## src/rtl/wptr_full_ctrl.sv

```systemverilog
// Write-domain pointer/flag controller for the async FIFO: synchronises the read
// Gray pointer and keeps the binary/Gray write pointers, full, almost-full, level and overflow.
module wptr_full_ctrl #(
  parameter int ADDR_WIDTH  = 6,
  parameter int SYNC_STAGES = 2
) (
  input  logic                  clk,
  input  logic                  rst_n,
  input  logic                  winc,
  input  logic [ADDR_WIDTH:0]   rptr_gray,
  input  logic [ADDR_WIDTH:0]   af_thresh,
  input  logic                  ovf_clr,
  output logic                  wen,
  output logic [ADDR_WIDTH-1:0] waddr,
  output logic [ADDR_WIDTH:0]   wptr_gray,
  output logic                  full,
  output logic                  almost_full,
  output logic [ADDR_WIDTH:0]   wlevel,
  output logic                  overflow
);

  localparam int A = ADDR_WIDTH;

  logic [A:0] sync_q [SYNC_STAGES];
  logic [A:0] rq_gray;
  logic [A:0] rq_bin;
  logic [A:0] wbin_q, wbin_d;
  logic [A:0] wgray_q, wgray_d;
  logic [A:0] wlevel_q, wlevel_d;
  logic [A:0] full_cmp;
  logic       full_q, full_d;
  logic       af_q, af_d;
  logic       ovf_q, ovf_d;
  logic       wen_w;

  always_ff @(posedge clk or negedge rst_n) begin
    if (!rst_n) begin
      for (int i = 0; i < SYNC_STAGES; i++) sync_q[i] <= '0;
    end else begin
      sync_q[0] <= rptr_gray;
      for (int i = 1; i < SYNC_STAGES; i++) sync_q[i] <= sync_q[i-1];
    end
  end

  assign rq_gray = sync_q[SYNC_STAGES-1];

  // Each binary bit is the XOR of all Gray bits at or above it.
  always_comb begin
    rq_bin = '0;
    for (int i = 0; i <= A; i++) rq_bin[i] = ^(rq_gray >> i);
  end

  always_comb begin
    wen_w    = winc & ~full_q;
    wbin_d   = wbin_q + {{A{1'b0}}, wen_w};
    wgray_d  = wbin_d ^ (wbin_d >> 1);
    wlevel_d = wbin_d - rq_bin;
    // Write pointer one lap ahead of the read pointer: top two Gray bits inverted.
    full_cmp = {~rq_gray[A:A-1], rq_gray[A-2:0]};
    full_d   = (wgray_d == full_cmp);
    af_d     = (wlevel_d >= af_thresh);
    ovf_d    = (winc & full_q) | (ovf_q & ~ovf_clr);
  end

  always_ff @(posedge clk or negedge rst_n) begin
    if (!rst_n) begin
      wbin_q   <= '0;
      wgray_q  <= '0;
      wlevel_q <= '0;
      full_q   <= 1'b0;
      af_q     <= 1'b0;
      ovf_q    <= 1'b0;
    end else begin
      wbin_q   <= wbin_d;
      wgray_q  <= wgray_d;
      wlevel_q <= wlevel_d;
      full_q   <= full_d;
      af_q     <= af_d;
      ovf_q    <= ovf_d;
    end
  end

  assign wen         = wen_w;
  assign waddr       = wbin_q[A-1:0];
  assign wptr_gray   = wgray_q;
  assign full        = full_q;
  assign almost_full = af_q;
  assign wlevel      = wlevel_q;
  assign overflow    = ovf_q;

endmodule

```

## config.mk

```make
export PLATFORM = sky130hd
export DESIGN_NAME = wptr_full_ctrl
export DESIGN_NICKNAME = d
export VERILOG_FILES = /design/src/rtl/wptr_full_ctrl.sv
export SDC_FILE = /design/constraint.sdc
export NUM_CORES = 1
export LEC_CHECK = 0
export CAP_MARGIN = 20
export CELL_PAD_IN_SITES_DETAIL_PLACEMENT = 0
export CELL_PAD_IN_SITES_GLOBAL_PLACEMENT = 1
export CORE_MARGIN = 4
export CORE_UTILIZATION = 39
export CTS_BUF_LIST = sky130_fd_sc_hd__clkbuf_8 sky130_fd_sc_hd__clkbuf_16
export DETAILED_ROUTE_END_ITERATION = 10
export GPL_TIMING_DRIVEN = 0
export PLACE_DENSITY_LB_ADDON = 0.08
export SYNTH_ARGS = -nofsm -noshare
export SYNTH_HDL_FRONTEND = slang
export SYNTH_SLANG_ARGS = --single-unit
```

## constraint.sdc

```tcl
create_clock -name clk -period 4.05 [get_ports clk]
set_clock_uncertainty 0.2 [all_clocks]
set_input_delay 0.81 -clock clk [delete_from_list [all_inputs] [get_ports clk]]
set_output_delay 0.81 -clock clk [all_outputs]
set_load 0.02 [all_outputs]
```

* Yosys cells after proc, flatten, opt, wreduce, memory -nomap -nowiden *
Cells that the tools add are included.

storage, ports and cells
  bits in registers = 38
  input bits = 18
  output and inout port bits = 24
  word-level logic and storage cells = 27

cells by class
  $add $sub $neg = 2
  order comparisons = 1
  equality and inequality tests = 1
  bitwise gates (word level) = 8
  reduce and logical (&&, ||, !) cells = 7

operator list
  cell              number
  $reduce_xor 7->1  7
  $add 7x1->7       1
  $eq 7x7->1        1
  $ge 7x7->1        1
  $sub 7x7->7       1
  $xor 7x6->7       1
  $and 1x1->1       3
  $not 1->1         2
  $not 2->2         1
  $or 1x1->1        1

* Logic depth before layout (Yosys ltp) *
Gate-level depths: netlist (run 1).

  depth in word-level cells = 5
  mapped depth = 15

* Least setup slack after synthesis (run 1) *
OpenSTA, ideal clock, no wires.

  path type = input to register
  start = in winc
  end = reg af_q, in the netlist almost_full
  setup time = 0.124 ns
  data arrival time = 3.463 ns
  required time = 3.726 ns
  path slack = 0.263 ns
  stages = 12
  buffers on the path = 0
  cell sequence = nor2b_1 -> ha_1 -> ha_1 -> xor2_1 -> ha_1 -> a21o_1 -> a21o_1 -> a21oi_1 -> xnor2_1 -> ha_1 -> nand2_1 -> o21ai_1

on the way
  longest elaborated chain between the ends = 4

RTL lines
  element                 RTL line  RTL
  start: declaration      9         input logic winc,
  $and 1x1->1             54        wen_w = winc & ~full_q;
  $add 7x1->7             55        wbin_d = wbin_q + {{A{1'b0}}, wen_w};
  named net wbin_d[2]     27        logic [A:0] wbin_q, wbin_d;
  $sub 7x7->7             57        wlevel_d = wbin_d - rq_bin;
  named net wlevel_d[5]   29        logic [A:0] wlevel_q, wlevel_d;
  $ge 7x7->1              61        af_d = (wlevel_d >= af_thresh);
  named net af_d          32        logic af_q, af_d;
  end signal: assignment  71        af_q <= 1'b0;
  end signal: assignment  78        af_q <= af_d;
  end: declaration        32

The timed path passes the listed nets, and every way through them passes these cells.

* Final worst setup path (run 1) *
  start = reg sync_q (netlist bit rq_gray[5])
  end = reg af_q, in the netlist almost_full

on the way
  longest elaborated chain between the ends = 3

RTL lines
  element                RTL line  RTL
  start: declaration     24        logic [A:0] sync_q [SYNC_STAGES];
  $reduce_xor 7->1       50        for (int i = 0; i <= A; i++) rq_bin[i] = ^(rq_gray >> i);
  $sub 7x7->7 *          57
  named net wlevel_d[1]  29
  $ge 7x7->1 *           61
  named net af_d         32

Mark *: on every way through the listed nets, which the timed path passes. The rest lies on a longest branch.

==> results of run 1 <==
-- synth_stat cells (2+ instances only) --
library cell | number | share of area [%]
sky130_fd_sc_hd__inv_1 | 11 | 2.3
sky130_fd_sc_hd__nand3_1 | 7 | 2.0
sky130_fd_sc_hd__nor3_1 | 2 | 0.56
sky130_fd_sc_hd__clkbuf_1 | 2 | 0.42
sky130_fd_sc_hd__a21boi_1 | 2 | 0.85
sky130_fd_sc_hd__ha_1 | 15 | 11
sky130_fd_sc_hd__a21o_1 | 7 | 3.0
sky130_fd_sc_hd__dfrtp_1 | 37 | 52
sky130_fd_sc_hd__xor2_2 | 2 | 1.8
sky130_fd_sc_hd__a21oi_1 | 7 | 2.0
sky130_fd_sc_hd__nand2_1 | 7 | 1.5
sky130_fd_sc_hd__xor2_1 | 18 | 8.9
sky130_fd_sc_hd__xnor2_1 | 12 | 5.9
sky130_fd_sc_hd__nor2_1 | 3 | 0.63
-- per-layer routing --
| layer | global-route usage [%] | up-vias | routed length (um) |
|---|---|---|---|
| met1 | 16.13 | 546 | 1323 |
| met3 | 4.485 | 5 | 256 |
| met4 | 6.408 | 0 | 63 |
| li1 | - | 579 | - |
| met2 | 20.90 | 37 | 1650 |
| met5 | 0 | - | 0 |
-- flip-flops by register name, summed over array words and instances, names as in the netlist --
name         flops
overflow         1
sync_q           7
almost_full      1
full             1
wbin_q           7
rq_gray          7
wlevel           7
wptr_gray        6
-- stage by stage --
step	area (sq um)	util (%)	TNS [ns]	hold slack, ns	std cells
2_1_floorplan	1774	-	0	0.1312	147
3_3_place_gp	2250	51.31	-0.2542	0.1321	240
3_5_place_dp	2245	51.20	-0.3337	0.1378	240
4_1_cts	2338	53.34	0	0.1533	247
5_1_grt	2366	53.97	0	0.1553	247
6_report	2366	53.97	0	0.1502	247
-- worst min path at each step --
stage	startpoint	end	depth (start not counted)
after floorplan	sync_q[7]	rq_gray[0]	0
after global placement	sync_q[11]	rq_gray[4]	0
after detailed placement	sync_q[8]	rq_gray[1]	0
after CTS	sync_q[10]	rq_gray[3]	0
after global routing	sync_q[11]	rq_gray[4]	0
final	sync_q[8]	rq_gray[1]	0
-- cells by family after synthesis --
kind of cell    share of synthesized area, %
simple gates                           6.560
xor+xnor                               17.98
compound gates                         8.321
fa+ha+maj                              11.71
buf+inv                                3.244
flops                                  52.19
-- area by class of cell --
class	instances	area (sq um)	area share [%]
flip-flops and latches	37	925.9	39.13
multi-input cells	95	825.8	34.90
repair buffers	41	405.4	17.13
clock buffers	6	82.58	3.490
well taps	52	65.06	2.750
inverters	12	45.04	1.904
plain buffers	3	12.51	0.5288
clock inverters	1	3.754	0.1586
-- worst register-to-register path, delay by kind of cell, from the launching register on --
kind	cells	cell delay, ns
adders and majority gates	3	0.95
xor gates and xnor gates	5	1.37
buffers and inverters	1	0.05
AOI/OAI and AO/OA	5	0.73
DFF	1	0.40
-- what timing repair did --
action,in CTS,in global routing
resized for setup,1,5
setup buffers,0,0
setup endpoints to repair,1,1
hold buffers,0,0
-- power by group --
part           internal [uW]  switching [uW]
logic                    613             694
clock network            132             118
registers                498            56.5
==> run_results.csv, run 1 <==
group,metric,value,unit
synthesis,synth_nets,181,
route,dr_total_vias,1167,
synthesis,leading_register_cell_type_out_of_synthesis,"sky130_fd_sc_hd__dfrtp_1",
power_and_ir_drop,power.ir.vdd_worst,0.3773,mV
synthesis,postSynthRegisterBits,37,
global_route,grt_usage,13.20,%
sta,final-setup-viol-count,0,
synthesis,post_synth.cell_area_avg,12.07,sq um
cts,tritoncts,"yes",
setup_path,slowest_stage,"sky130_fd_sc_hd__xnor3_2",
sta,slew-limit-headroom,46.99,%
cts,h-tree-depth,2,
power_and_ir_drop,design_power_total,2112,uW
setup_path,cp_cell_sequence,"xnor3_2, xor2_2, xor2_2, xor2_2, xnor2_1, ha_1, inv_2, fa_1, ha_1, a21o_1, a21o_1, a21o_1, a21oi_1, o21ai_1",
synthesis,synthArstFlopShare,100.0,%
global_route,overflow,0,
route,avgRoutedWirePerCell,13.34,um
sta,postLayoutSetupSlackWorst,0.2434,ns
route,drt_first_pass_iters,4,
synthesis,seq_area_frac_synth,52.19,%
setup_path,cp.arrival,3.77,ns
power_and_ir_drop,cellLeakagePower,0.001108,uW
setup_path,worst-path-max-fanout,3,
route,antenna_violating_nets_post_route,0,
die,floorplan.initialDensity,40.47,%
route,drtIter0Drc,46,
die,dieHeight,75.45,um
setup_path,crit_path_max_incr_delay,0.48,ns
finish,layout-area-overhead-vs-synth,33.36,%
sta,timing_hold_violations_final,0,
finish,final_layout_size_suffix_gt1_share,9.744,%
route,aggregate_routed_wire_length,3.294,mm
finish,n_antenna_cell,0,
cts,clock_tree.buffer_depth,2,
cts,cts_root_buffer,"sky130_fd_sc_hd__clkbuf_8",
setup_path,timing.critical_path.required,4.02,ns
synthesis,synth_enable_flop_cells,0,
job,max_cap_violations,0,
sta,achievable-frequency,262.7,MHz
cts,clk_pin_slew,0.06,ns
synthesis,yosys_warnings,0,
global_route,initial_antenna_violation_count,0,
cts,clock-sinks,37,
sta,max_slew.worst_pin.slew,0.7952,ns
synthesis,post_synth_instance_area,0.001774,sq mm
place,routabilityCongestion,0.7867,
setup_path,timing.critical_path.to_type,"flop",
synthesis,synth_cells,147,
cts,numCtsBuffers,5,
sta,finalMaxSlewViolations,0,
global_route,grt_start_max_net_pins,38,
setup_path,cp_num_buf_inv,1,
setup_path,path_depth,14,
finish,layout_common_cells,"40 x sky130_fd_sc_hd__clkdlybuf4s50_1, 37 x sky130_fd_sc_hd__dfrtp_1, 15 x sky130_fd_sc_hd__xor2_1",
sta,grt_setup_unrepaired,"no",
route,viasPerCell,4.725,
die,fp.dieArea,0.005693,sq mm
setup_path,rr_startpoint,"rq_gray[5]",
power_and_ir_drop,cellPowerDensity,892.6,mW/mm^2
cts,clock_latency,0.28,ns
sta,fin_crit_sh,93.99,%
place,placement.io_buffers,41,
setup_path,critPathKind,"reg -> reg",
setup_path,worst-r2r-setup-slack,0.24,ns
finish,finish.net_count,229,
status,outcome,"complete, no violations",
global_route,wire_length_of_the_first_global_routing_pass,5.520,mm
worst_hold_path,hp-class,"reg -> reg",
die,std_cell_rows,24,
route,route.detailed.drc,0,
finish,filler_cell_count,405,
sta,post-route-min-period,3.807,ns
setup_path,worst_setup_path_endpoint,"almost_full",
die,core,0.004384,sq mm
die,ioPinCount,42,
setup_path,critPathLaunch,"rq_gray[5]",
setup_path,worst_setup_path_start_kind,"flop",
place,pre_cts_ws,-0.3337,ns
global_route,number_of_global_route_vias_before_repair,1216,
finish,layout.cells.most_common,"sky130_fd_sc_hd__clkdlybuf4s50_1",
setup_path,worst_path_top_cell_family_by_delay,"XOR/XNOR gates",
setup_path,critical_path.reg2reg.endpoint,"almost_full",
place,dp_hpwl,2.547,mm
die,die-width,75.45,um
setup_path,reg2reg_depth,14,
synthesis,synth.distinct_cells,29,
No activity file was read; power rests on OpenSTA's default activity.
==> run 2: changes to the inputs <==
Settings changed: SLEW_MARGIN set to 0.
==> results of run 2 <==
No change in the layout: final DEF, timing and power equal those of run 1.
==> run 3: changes to the inputs <==
Clock period 4.05 ns to 3.7 ns, I/O delays scaled along.
==> run_results.csv, run 3 (same netlist as run 1, synthesis figures left out) <==
group,metric,value,unit
status,outcome,"complete, no violations",
route,dr_total_vias,1253,
global_route,grt_usage,13.33,%
worst_hold_path,hp-class,"reg -> reg",
power_and_ir_drop,cellLeakagePower,0.001167,uW
setup_path,critPathKind,"reg -> reg",
sta,post-route-min-period,3.693,ns
finish,n_antenna_cell,0,
finish,final_layout_size_suffix_gt1_share,17.96,%
route,aggregate_routed_wire_length,3.473,mm
sta,grt_setup_unrepaired,"yes",
finish,layout_common_cells,"40 x sky130_fd_sc_hd__clkdlybuf4s50_1, 37 x sky130_fd_sc_hd__dfrtp_1, 14 x sky130_fd_sc_hd__xor2_1",
route,viasPerCell,4.857,
cts,post_cts_hold_buffer_count,0,
worst_hold_path,worst_hold_path.num_cells,0,
finish,finish.net_count,239,
power_and_ir_drop,design_power_total,2465,uW
sta,max_slew.worst_pin.slew,0.8210,ns
cts,clock_latency,0.29,ns
setup_path,timing.critical_path.to_type,"flop",
setup_path,reg2reg_depth,14,
sta,tns,0,ns
worst_hold_path,start_point_of_the_worst_hold_path,"sync_q[7]",
global_route,wire_length_of_the_first_global_routing_pass,5.575,mm
global_route,initial_antenna_violation_count,0,
setup_path,worst-r2r-setup-slack,0.007,ns
cts,cts_root_buffer,"sky130_fd_sc_hd__clkbuf_8",
sta,timing_hold_violations_final,0,
job,max_cap_violations,0,
global_route,overflow,0,
cts,tritoncts,"yes",
worst_hold_path,worst_hold_endpoint,"rq_gray[0]",
cts,clock-sinks,37,
place,dp_hpwl,2.514,mm
die,die-width,75.45,um
setup_path,rr_startpoint,"rq_gray[5]",
sta,slew-limit-headroom,45.27,%
place,placement.io_buffers,41,
setup_path,critical_path.reg2reg.endpoint,"almost_full",
cts,clk_pin_slew,0.07,ns
setup_path,worst_setup_path_start_kind,"flop",
power_and_ir_drop,power.ir.vdd_worst,0.4201,mV
power_and_ir_drop,cellPowerDensity,986.0,mW/mm^2
die,floorplan.initialDensity,40.47,%
setup_path,cp.arrival,3.67,ns
finish,filler_cell_count,365,
sta,postLayoutSetupSlackWorst,0.007291,ns
cts,h-tree-depth,2,
global_route,number_of_global_route_vias_before_repair,1247,
finish,layout-area-overhead-vs-synth,40.90,%
route,drtIter0Drc,91,
route,avgRoutedWirePerCell,13.46,um
sta,finalMaxSlewViolations,0,
die,std_cell_rows,24,
global_route,grt_start_max_net_pins,38,
place,pre_cts_ws,-0.4336,ns
setup_path,worst-path-max-fanout,3,
cts,clock_tree.buffer_depth,2,
place,cell_area_reported_after_detailed_placement,0.002252,sq mm
route,antenna_violating_nets_post_route,0,
finish,layout.cells.most_common,"sky130_fd_sc_hd__clkdlybuf4s50_1",
finish,post-route-cell-area,0.002500,sq mm
die,fp.dieArea,0.005693,sq mm
cts,numCtsBuffers,5,
route,drt_first_pass_iters,4,
die,core,0.004384,sq mm
die,dieHeight,75.45,um
sta,final-setup-viol-count,0,
route,route.detailed.drc,0,
sta,achievable-frequency,270.8,MHz
setup_path,timing.critical_path.required,3.67,ns
sta,fin_crit_sh,99.80,%
die,ioPinCount,42,
place,routabilityCongestion,0.8053,
[run 3: cell count changes in the layout (fill, tap and decap cells not counted), sizes merged]
cell,before,now
clkbuf,8,7
clkinv,0,2
buf,2,12
[run 3: metal layers]
metal / up-vias / GRT usage [%] / share of wire, %
met1: 597 / 14.51 / 38
met4: 0 / 7.379 / 3.8
met3: 14 / 4.617 / 8.3
met5: - / 0 / 0
met2: 45 / 22.63 / 50
li1: 597 / - / -
[run 3: repair_timing]
action,in CTS,in global routing
endpoints found under the setup margin,1,1
setup buffers,4,6
gates resized for setup,7,8
pin swaps,3,14
[run 3: worst max-delay path by stage]
stage	start	endpoint	slack, ns	cells after the start
detailed placement	winc	almost_full	-0.43	13
CTS	winc	almost_full	0.02	13
global route	rq_gray[5]	almost_full	-0.13	14
floorplan	winc	almost_full	0.08	12
global placement	winc	almost_full	-0.39	13
finish	rq_gray[5]	almost_full	0.007	14
[run 3: cell type report]
| cell class | count | area (sq um) | share of cell area (%) |
|---|---|---|---|
| tap | 52 | 65.06 | 2.603 |
| clock inverter | 3 | 13.76 | 0.5506 |
| timing repair buffer | 51 | 480.5 | 19.22 |
| inverter | 12 | 45.04 | 1.802 |
| sequential | 37 | 925.9 | 37.04 |
| buffer | 3 | 12.51 | 0.5005 |
| multi-input combinational | 95 | 888.4 | 35.54 |
| clock buffer | 5 | 68.82 | 2.753 |
[run 3: worst max-delay path, cell delays in order (launching register included)]
cell                      delay (ns)
sky130_fd_sc_hd__dfrtp_1        0.39
sky130_fd_sc_hd__xnor3_2        0.50
sky130_fd_sc_hd__xor2_4         0.21
sky130_fd_sc_hd__xor2_2         0.22
sky130_fd_sc_hd__xor2_2         0.19
sky130_fd_sc_hd__xnor2_1        0.15
sky130_fd_sc_hd__ha_2           0.20
sky130_fd_sc_hd__inv_2          0.04
sky130_fd_sc_hd__fa_1           0.47
sky130_fd_sc_hd__ha_1           0.31
sky130_fd_sc_hd__a21o_1         0.19
sky130_fd_sc_hd__a21o_1         0.16
sky130_fd_sc_hd__a21o_1         0.16
sky130_fd_sc_hd__a21oi_2        0.11
sky130_fd_sc_hd__o21ai_1        0.07
[run 3: stage by stage]
stage / util (%) / cells / hold WS (ns)
floorplan: - / 147 / 0.1312
global placement: 51.48 / 240 / 0.1322
detailed placement: 51.37 / 240 / 0.1358
CTS: 55.14 / 252 / 0.1542
global route: 57.02 / 258 / 0.1571
finish: 57.02 / 258 / 0.1510
[run 3: power breakdown]
group | internal [uW] | total (uW) | switching (uW) | leakage (uW)
Combinational | 772 | 1590 | 821 | 0.000676
Clock | 128 | 265 | 137 | 0.0000491
Sequential | 545 | 607 | 62.5 | 0.000442
